--- src/rtl/fetch_pkg.sv ---
// Shared types and constants for the instruction-fetch stage.
// The state enum gives the FSM encoding that the fetch_unit localparams mirror.
package fetch_pkg;

   typedef enum logic [1:0] {
      IDLE  = 2'd0,
      FETCH = 2'd1,
      EXEC  = 2'd2,
      FAULT = 2'd3
   } fetch_state_t;

   localparam logic [31:0] NOP_INSTR        = 32'h0000_0013;
   localparam logic [31:0] DEFAULT_RESET_PC = 32'h0000_0000;

   // jalr targets always have bit 0 forced low
   function automatic logic [31:0] clear_bit0(input logic [31:0] addr);
      return addr & 32'hFFFF_FFFE;
   endfunction

endpackage

--- src/rtl/fetch_unit_pc_next.sv ---
// Next-PC selection: jalr / pc-relative / sequential target and misalignment detection.
// Purely combinational; the owning FSM decides when the result is committed.
module pc_next
   import fetch_pkg::*;
(
   input  logic [31:0] pc,
   input  logic        pc_src0,
   input  logic        pc_src1,
   input  logic [31:0] imm_ext,
   input  logic [31:0] alu_result,
   output logic [31:0] pc_plus4,
   output logic [31:0] target,
   output logic        misalign
);

   logic signed [31:0] pc_s;
   logic signed [31:0] imm_s;
   logic signed [31:0] branch_s;

   assign pc_s     = $signed(pc);
   assign imm_s    = $signed(imm_ext);
   assign branch_s = pc_s + imm_s;
   assign pc_plus4 = pc + 32'd4;

   // jalr takes priority over the pc-relative select
   always_comb begin
      target = pc_plus4;
      if (pc_src1) begin
         target = clear_bit0(alu_result);
      end else if (pc_src0) begin
         target = $unsigned(branch_s);
      end
   end

   assign misalign = target[1];

endmodule

--- src/rtl/fetch_unit.sv ---
// Instruction-fetch stage: owns the PC, fetches over a req/ack handshake and
// presents each instruction for exactly one execute cycle before advancing.
module fetch_unit
   import fetch_pkg::*;
#(
   parameter logic [31:0] RESET_PC = DEFAULT_RESET_PC
) (
   input  logic        clk,
   input  logic        rst,
   input  logic        pc_src0,
   input  logic        pc_src1,
   input  logic [31:0] imm_ext,
   input  logic [31:0] alu_result,
   output logic        imem_req,
   output logic [31:0] imem_addr,
   input  logic        imem_ack,
   input  logic [31:0] imem_rdata,
   output logic [31:0] instr,
   output logic        instr_valid,
   output logic [31:0] pc,
   output logic [31:0] pc_plus4,
   output logic        fetch_fault
);

   localparam logic [1:0] S_IDLE  = IDLE;
   localparam logic [1:0] S_FETCH = FETCH;
   localparam logic [1:0] S_EXEC  = EXEC;
   localparam logic [1:0] S_FAULT = FAULT;

   logic [1:0]  state;
   logic [31:0] pc_q;
   logic [31:0] instr_q;
   logic        fault_q;
   logic [31:0] target;
   logic        misalign;

   pc_next u_pc_next (
      .pc         (pc_q),
      .pc_src0    (pc_src0),
      .pc_src1    (pc_src1),
      .imm_ext    (imm_ext),
      .alu_result (alu_result),
      .pc_plus4   (pc_plus4),
      .target     (target),
      .misalign   (misalign)
   );

   // ack is only looked at in FETCH; FAULT is left only through reset
   always_ff @(posedge clk or negedge rst) begin
      if (!rst) begin
         state   <= S_IDLE;
         pc_q    <= RESET_PC;
         instr_q <= NOP_INSTR;
         fault_q <= 1'b0;
      end else begin
         case (state)
            S_IDLE: begin
               state <= S_FETCH;
            end
            S_FETCH: begin
               if (imem_ack) begin
                  instr_q <= imem_rdata;
                  state   <= S_EXEC;
               end
            end
            S_EXEC: begin
               if (misalign) begin
                  fault_q <= 1'b1;
                  state   <= S_FAULT;
               end else begin
                  pc_q  <= target;
                  state <= S_FETCH;
               end
            end
            S_FAULT: begin
               state <= S_FAULT;
            end
            default: begin
               state <= S_IDLE;
            end
         endcase
      end
   end

   assign imem_req    = (state == S_FETCH);
   assign instr_valid = (state == S_EXEC);
   assign imem_addr   = pc_q;
   assign pc          = pc_q;
   assign instr       = instr_q;
   assign fetch_fault = fault_q;

endmodule

--- config.mk ---
export PLATFORM = sky130hd
export DESIGN_NAME = fetch_unit
export DESIGN_NICKNAME = d
export VERILOG_FILES = /design/src/rtl/fetch_pkg.sv /design/src/rtl/fetch_unit_pc_next.sv /design/src/rtl/fetch_unit.sv
export SDC_FILE = /design/constraint.sdc
export NUM_CORES = 1
export LEC_CHECK = 0
export ABC_AREA = 1
export ABC_CLOCK_PERIOD_IN_PS = 1800
export BUFFER_PORTS_ARGS = -buffer_cell sky130_fd_sc_hd__buf_2
export CORE_AREA = 2 2 120 122
export CTS_BUF_LIST = sky130_fd_sc_hd__clkbuf_8
export CTS_CLUSTER_SIZE = 28
export DETAILED_ROUTE_END_ITERATION = 6
export DIE_AREA = 0 0 122 124
export PLACE_DENSITY = 0.79
export SETUP_SLACK_MARGIN = 0.4
export SLEW_MARGIN = 10
export SYNTH_ARGS = -nofsm -noshare
export SYNTH_HDL_FRONTEND = slang
export SYNTH_SLANG_ARGS = --single-unit
--- constraint.sdc ---
create_clock -name clk -period 1.8 [get_ports clk]
set_input_delay 0.36 -clock clk [delete_from_list [all_inputs] [get_ports clk]]
set_output_delay 0.36 -clock clk [all_outputs]
set_load 0.01 [all_outputs]
==> results of run 1 <==
[logic make-up after synthesis]
| logic type | count (synthesis) | synth area share |
|---|---|---|
| AND/OR/NAND/NOR | 538 | 0.351 |
| buffers and inverters | 208 | 0.144 |
| AO/OA/AOI/OAI | 112 | 0.0957 |
| flip-flops | 66 | 0.257 |
| adder cells (fa/ha/maj) | 32 | 0.0622 |
| multiplexers | 32 | 0.0560 |
| XOR/XNOR | 24 | 0.0327 |
| other | 1 | 0.000583 |
[synthesized netlist by cell type (all sizes together)]
library cell and count:
o21bai 3, ha 32, a22oi 1, nor3 13
o21ai 22, nand3 81, o211ai 8, nor2 90
nand4 7, dfstp 3, o22ai 3, a31oi 2
nand3b 7, nor3b 2, clkbuf 8, a21o 1
a21oi 71, dfrtp 63, buf 45, inv 155
xnor2 10, nand2 337, or2 1, mux2 32
o221ai 1, xor2 14, conb 1
[per-stage QoR]
step | area (sq um) | worst slack, ps | utilization | hold WS [ps]
4_1_cts | 11300 | -383 | 0.821 | 225
3_5_place_dp | 9180 | -153 | 0.669 | 219
3_3_place_gp | 9180 | -118 | 0.669 | 217
2_1_floorplan | 7130 | 101 | - | 64.4
[what timing repair did]
action,4_1_cts
endpoints found under the setup margin,114
gates resized for setup,318
pin swaps,113
gates cloned,1
hold buffers,1
endpoints found under the hold margin,7
buffers inserted,71
[routing by layer]
metal  overflow  global-route usage
met5          1               0.295
met4         13               0.737
met3          1               0.598
met2         15               0.892
met1          0               0.726
==> results.md, run 1 <==
- Status: aborted with a tool error
- Fail Step: global routing (5_1_grt)
- Stop Error: [ERROR GRT-0232] Routing congestion too high. Check the congestion heatmap in the GUI.
- Rows: 43
- Leading area contributor after synthesis: dfrtp_1
- Mapped Area: 6430 sq um
- Register bit count reported by yosys: 66
- Mean post-synth cell area: 6.35 sq um
- H-Tree Depth: 3
- Ys Warns: 0
- CTS Sinks: 66
- Largest net degree at the start of global routing: 60
- GPL Wtd Cong: 1.02
- Initial Util: 0.469
- Synth area leaders: dfrtp_1, nand2_1, inv_1, ha_1, nand3_1
- Initial antenna violation count: 2
- Dpl cells: 1501
- Width of the chip: 122 um
- Distinct cells, synth: 39
- Sequential share of the synthesized area: 0.257
- Share of the synthesized area in the top cell type: 0.245
- Estimated wirelength of the detail-placed design: 19900 um
- Gr ovfl total: 30
- GRT repair_timing worst endpoint: pc_plus4[26]
- CTS Buf Count: 9
- IO Port Bufs: 227
- Clock Tree Buf Depth: 2
- I/O pin cnt: 232
- Cell count after synthesis: 1013
- Die Ht: 124 um
- All-Layer GR Usage: 0.735
- Clk root buf: clkbuf_8
- Worst_ep kind: top-level output
==> run 2, diff against run 1 <==
==> config.mk (replaced) <==
export PLATFORM = sky130hd
export DESIGN_NAME = fetch_unit
export DESIGN_NICKNAME = d
export VERILOG_FILES = /design/src/rtl/fetch_pkg.sv /design/src/rtl/fetch_unit_pc_next.sv /design/src/rtl/fetch_unit.sv
export SDC_FILE = /design/constraint.sdc
export NUM_CORES = 1
export LEC_CHECK = 0
export ABC_AREA = 1
export ABC_CLOCK_PERIOD_IN_PS = 2300
export BUFFER_PORTS_ARGS = -buffer_cell sky130_fd_sc_hd__buf_2
export CORE_AREA = 2 2 130 132
export DETAILED_ROUTE_END_ITERATION = 6
export DIE_AREA = 0 0 132 134
export PLACE_DENSITY_LB_ADDON = 0.15
export SLEW_MARGIN = 10
export SYNTH_ARGS = -nofsm -noshare
export SYNTH_HDL_FRONTEND = slang
export SYNTH_SLANG_ARGS = --single-unit
==> constraint.sdc (replaced) <==
create_clock -name clk -period 2.3 [get_ports clk]
set_input_delay 0.46 -clock clk [delete_from_list [all_inputs] [get_ports clk]]
set_output_delay 0.46 -clock clk [all_outputs]
set_load 0.01 [all_outputs]
==> run 2 against run 1 <==
Effect of this change: the run now ends clean; area after synthesis unchanged; synthesized cell count unchanged.
==> results.md, run 2 <==
- Status: completed
- Critical Path RT: 1840 ps
- Sw Share: 0.477
- Width of the chip: 132 um (+8.2%)
- Final Hold Viols: 0
- Setup CP Type: flop to output pin
- Clk root buf: clkbuf_16
- All-Layer GR Usage: 0.259
- Die Ht: 134 um (+8.1%)
- Power Density: 1020 nW/um^2
- Routed WL per cell: 15.7 um
- Final period util: 0.988
- Commonest non-fill, non-tap cells in the layout: nand2_1, buf_2, inv_1, nand3_1, nor2_1
- Pre-antenna DRT Iters: 5
- Post-route cell area: 8720 sq um
- CTS tree: built
- Min-delay worst type: primary input to async pin
- Leakage power: 0.00494 uW
- First-pass GRT wire length: 35500 um
- IO Port Bufs: 227 (unchanged)
- Sequential share of power: 0.222
- Initial antenna violation count: 0
- Area Overhead vs Synth: 35.5%
- CTS Sinks: 66 (unchanged)
- Via count: 7342
- Mean post-synth cell area: 6.35 sq um (unchanged)
- Max Transition Viols Final: 0
- Cell count after synthesis: 1013 (unchanged)
- I/O pin cnt: 232 (unchanged)
- Commonest non-fill, non-tap cell in the layout: nand2_1
- EDFF count, synth: 0 (unchanged)
- Gr ovfl total: 0
- Clock group share of total power: 0.159
- Iteration-0 DRC Markers: 382
- Remaining DRCs: 0
- CTS Buf Count: 9 (unchanged)
- Async S/R FF share, synth: 1.00 (unchanged)
- Int Power: 4660 uW
- Estimated wirelength of the detail-placed design: 19100 um (-4.3%)
- Area post-placement: 7810 sq um (-15%)
- Mapped Area: 6430 sq um (unchanged)
- CP Capture Type: output pin
- Nets: 1405
- Synth area leaders: dfrtp_1, nand2_1, inv_1, ha_1, nand3_1
- Reg clk slew, reported paths: 60 ps
- Initial Util: 0.395 (-0.0740)
- Leading area contributor after synthesis: dfrtp_1
- Slew headroom: 0.583
- Fin worst setup slack: 27.6 ps
- Rows: 47 (+9.3%)
- Fmax: 440 MHz
- Minimum clock period: 2270 ps
- Max-Cap Viols: 0
- H-Tree Depth: 3 (unchanged)
- Synth cell count leaders: nand2_1, inv_1, nor2_1, nand3_1, a21oi_1
- Worst Path Max Fanout: 6
- Total wire length: 23600 um
- # setup viols final: 0
- Ys Warns: 0 (unchanged)
- R2R Setup Slk: 80 ps
- Routed vias/inst: 4.90
- Count leader, synth: nand2_1
- Worst-margin pin slew: 625 ps
- GPL Wtd Cong: 0.948 (-7.3%)
- Comb power frac: 0.619
- CP arrival: 1810 ps
- Core outline area: 16300 sq um
- Final antenna diode count: 0
- Distinct cells, synth: 39 (unchanged)
- Clock latency on the worst-skew pair: 340 ps
- Fillers: 1687
- Setup WS pre-CTS: 33.9 ps (+187 ps)
- Sequential share of the synthesized area: 0.257 (unchanged)
- Switch Pwr: 4250 uW
- Main flop type after synthesis: dfrtp_1
- Largest register FFs: 32
- Power, Total: 8910 uW
- Share of layout cells above drive strength 1: 0.357
- Area occupied by multi-input gates: 4170 sq um
- Largest net degree at the start of global routing: 39
- Register bit count reported by yosys: 66 (unchanged)
- Worst Skew: 5.72 ps
- Share of the synthesized area in the top cell type: 0.245 (unchanged)
- RSZ-0062 raised after global routing: yes
- Peak VDD IR: 0.000604 V
- Clock Tree Buf Depth: 2 (unchanged)
- Post-route ant nets: 0
- FF+latch area: 1690 sq um
- WHS: 138 ps
- Vias in the first global route: 6906
- Full die area: 17700 sq um
- Crit path launch type: flop
[run 2: cell counts after synthesis]
No cell type changed its count.
[run 2: layout make-up]
| type | instances | share of cell area |
|---|---|---|
| Inverter | 155 | 0.0668 |
| Clock buffer | 9 | 0.0258 |
| Multi-Input combinational cell | 741 | 0.478 |
| Tap cell | 220 | 0.0316 |
| Sequential cell | 66 | 0.194 |
| Clock inverter | 7 | 0.00876 |
| Timing Repair Buffer | 299 | 0.195 |
[run 2: path summary, 6_finish.rpt]
kind,end,cells after the start,start
setup / recovery,pc_plus4[16],8,imem_addr[9]
hold / removal,imem_addr[31],1,rst
setup reg to reg,imem_addr[14],11,imem_addr[13]
hold reg to reg,fetch_fault,1,fetch_fault
max in group asynchronous,instr[14],2,rst
min in group clk,imem_addr[10],3,alu_result[10]
[run 2: worst max-delay path: stages (launching register included)]
cell and delay [ps]:
dfrtp_2 460, nand2_1 110, nor2_2 140, nand2_2 90, nor2_4 150, nand2_1 80
xor2_1 200, inv_1 100, buf_2 150
[run 2: through the flow]
| step | setup TNS [ps] | utilization | cells |
|---|---|---|---|
| after floorplan | 0 | - | 1015 |
| after global placement | 0 | 0.479 | 1448 |
| after detailed placement | 0 | 0.479 | 1448 |
| after CTS | 0 | 0.512 | 1483 |
| after global routing | -366 | 0.535 | 1497 |
| final | 0 | 0.535 | 1497 |
[run 2: metal layers]
metal,vias up,part of all wire,wire length [um],track usage
li1,3685,-,-,-
met1,3344,0.42,9990,0.327
met2,269,0.48,11300,0.449
met3,44,0.069,1620,0.0472
met4,0,0.026,624,0.0833
met5,-,0,0,0
[run 2: cells by family after synthesis]
family / Yosys count / share of synthesized area
flip-flops: 66 / 0.257
other: 1 / 0.000583
adder cells (fa/ha/maj): 32 / 0.0622
AO/OA/AOI/OAI: 112 / 0.0957
AND/OR/NAND/NOR: 538 / 0.351
XOR/XNOR: 24 / 0.0327
buffers and inverters: 208 / 0.144
multiplexers: 32 / 0.0560
[run 2: power by group through the flow]
stage	clock network, uW	registers [uW]	logic (uW)
detailed placement	0	2050	4800
finish	1420	1980	5520
global placement	0	2040	4780
global route	1490	2020	6080
floorplan	0	2100	3020
CTS	1450	1980	5130
[run 2: timing repair]
action,4_1_cts,5_1_grt
gates resized for setup,36,63
setup endpoints to repair,23,37
pin swaps,5,19
setup buffers,19,14
hold buffers,0,0
(Power assumes the default switching activity.)
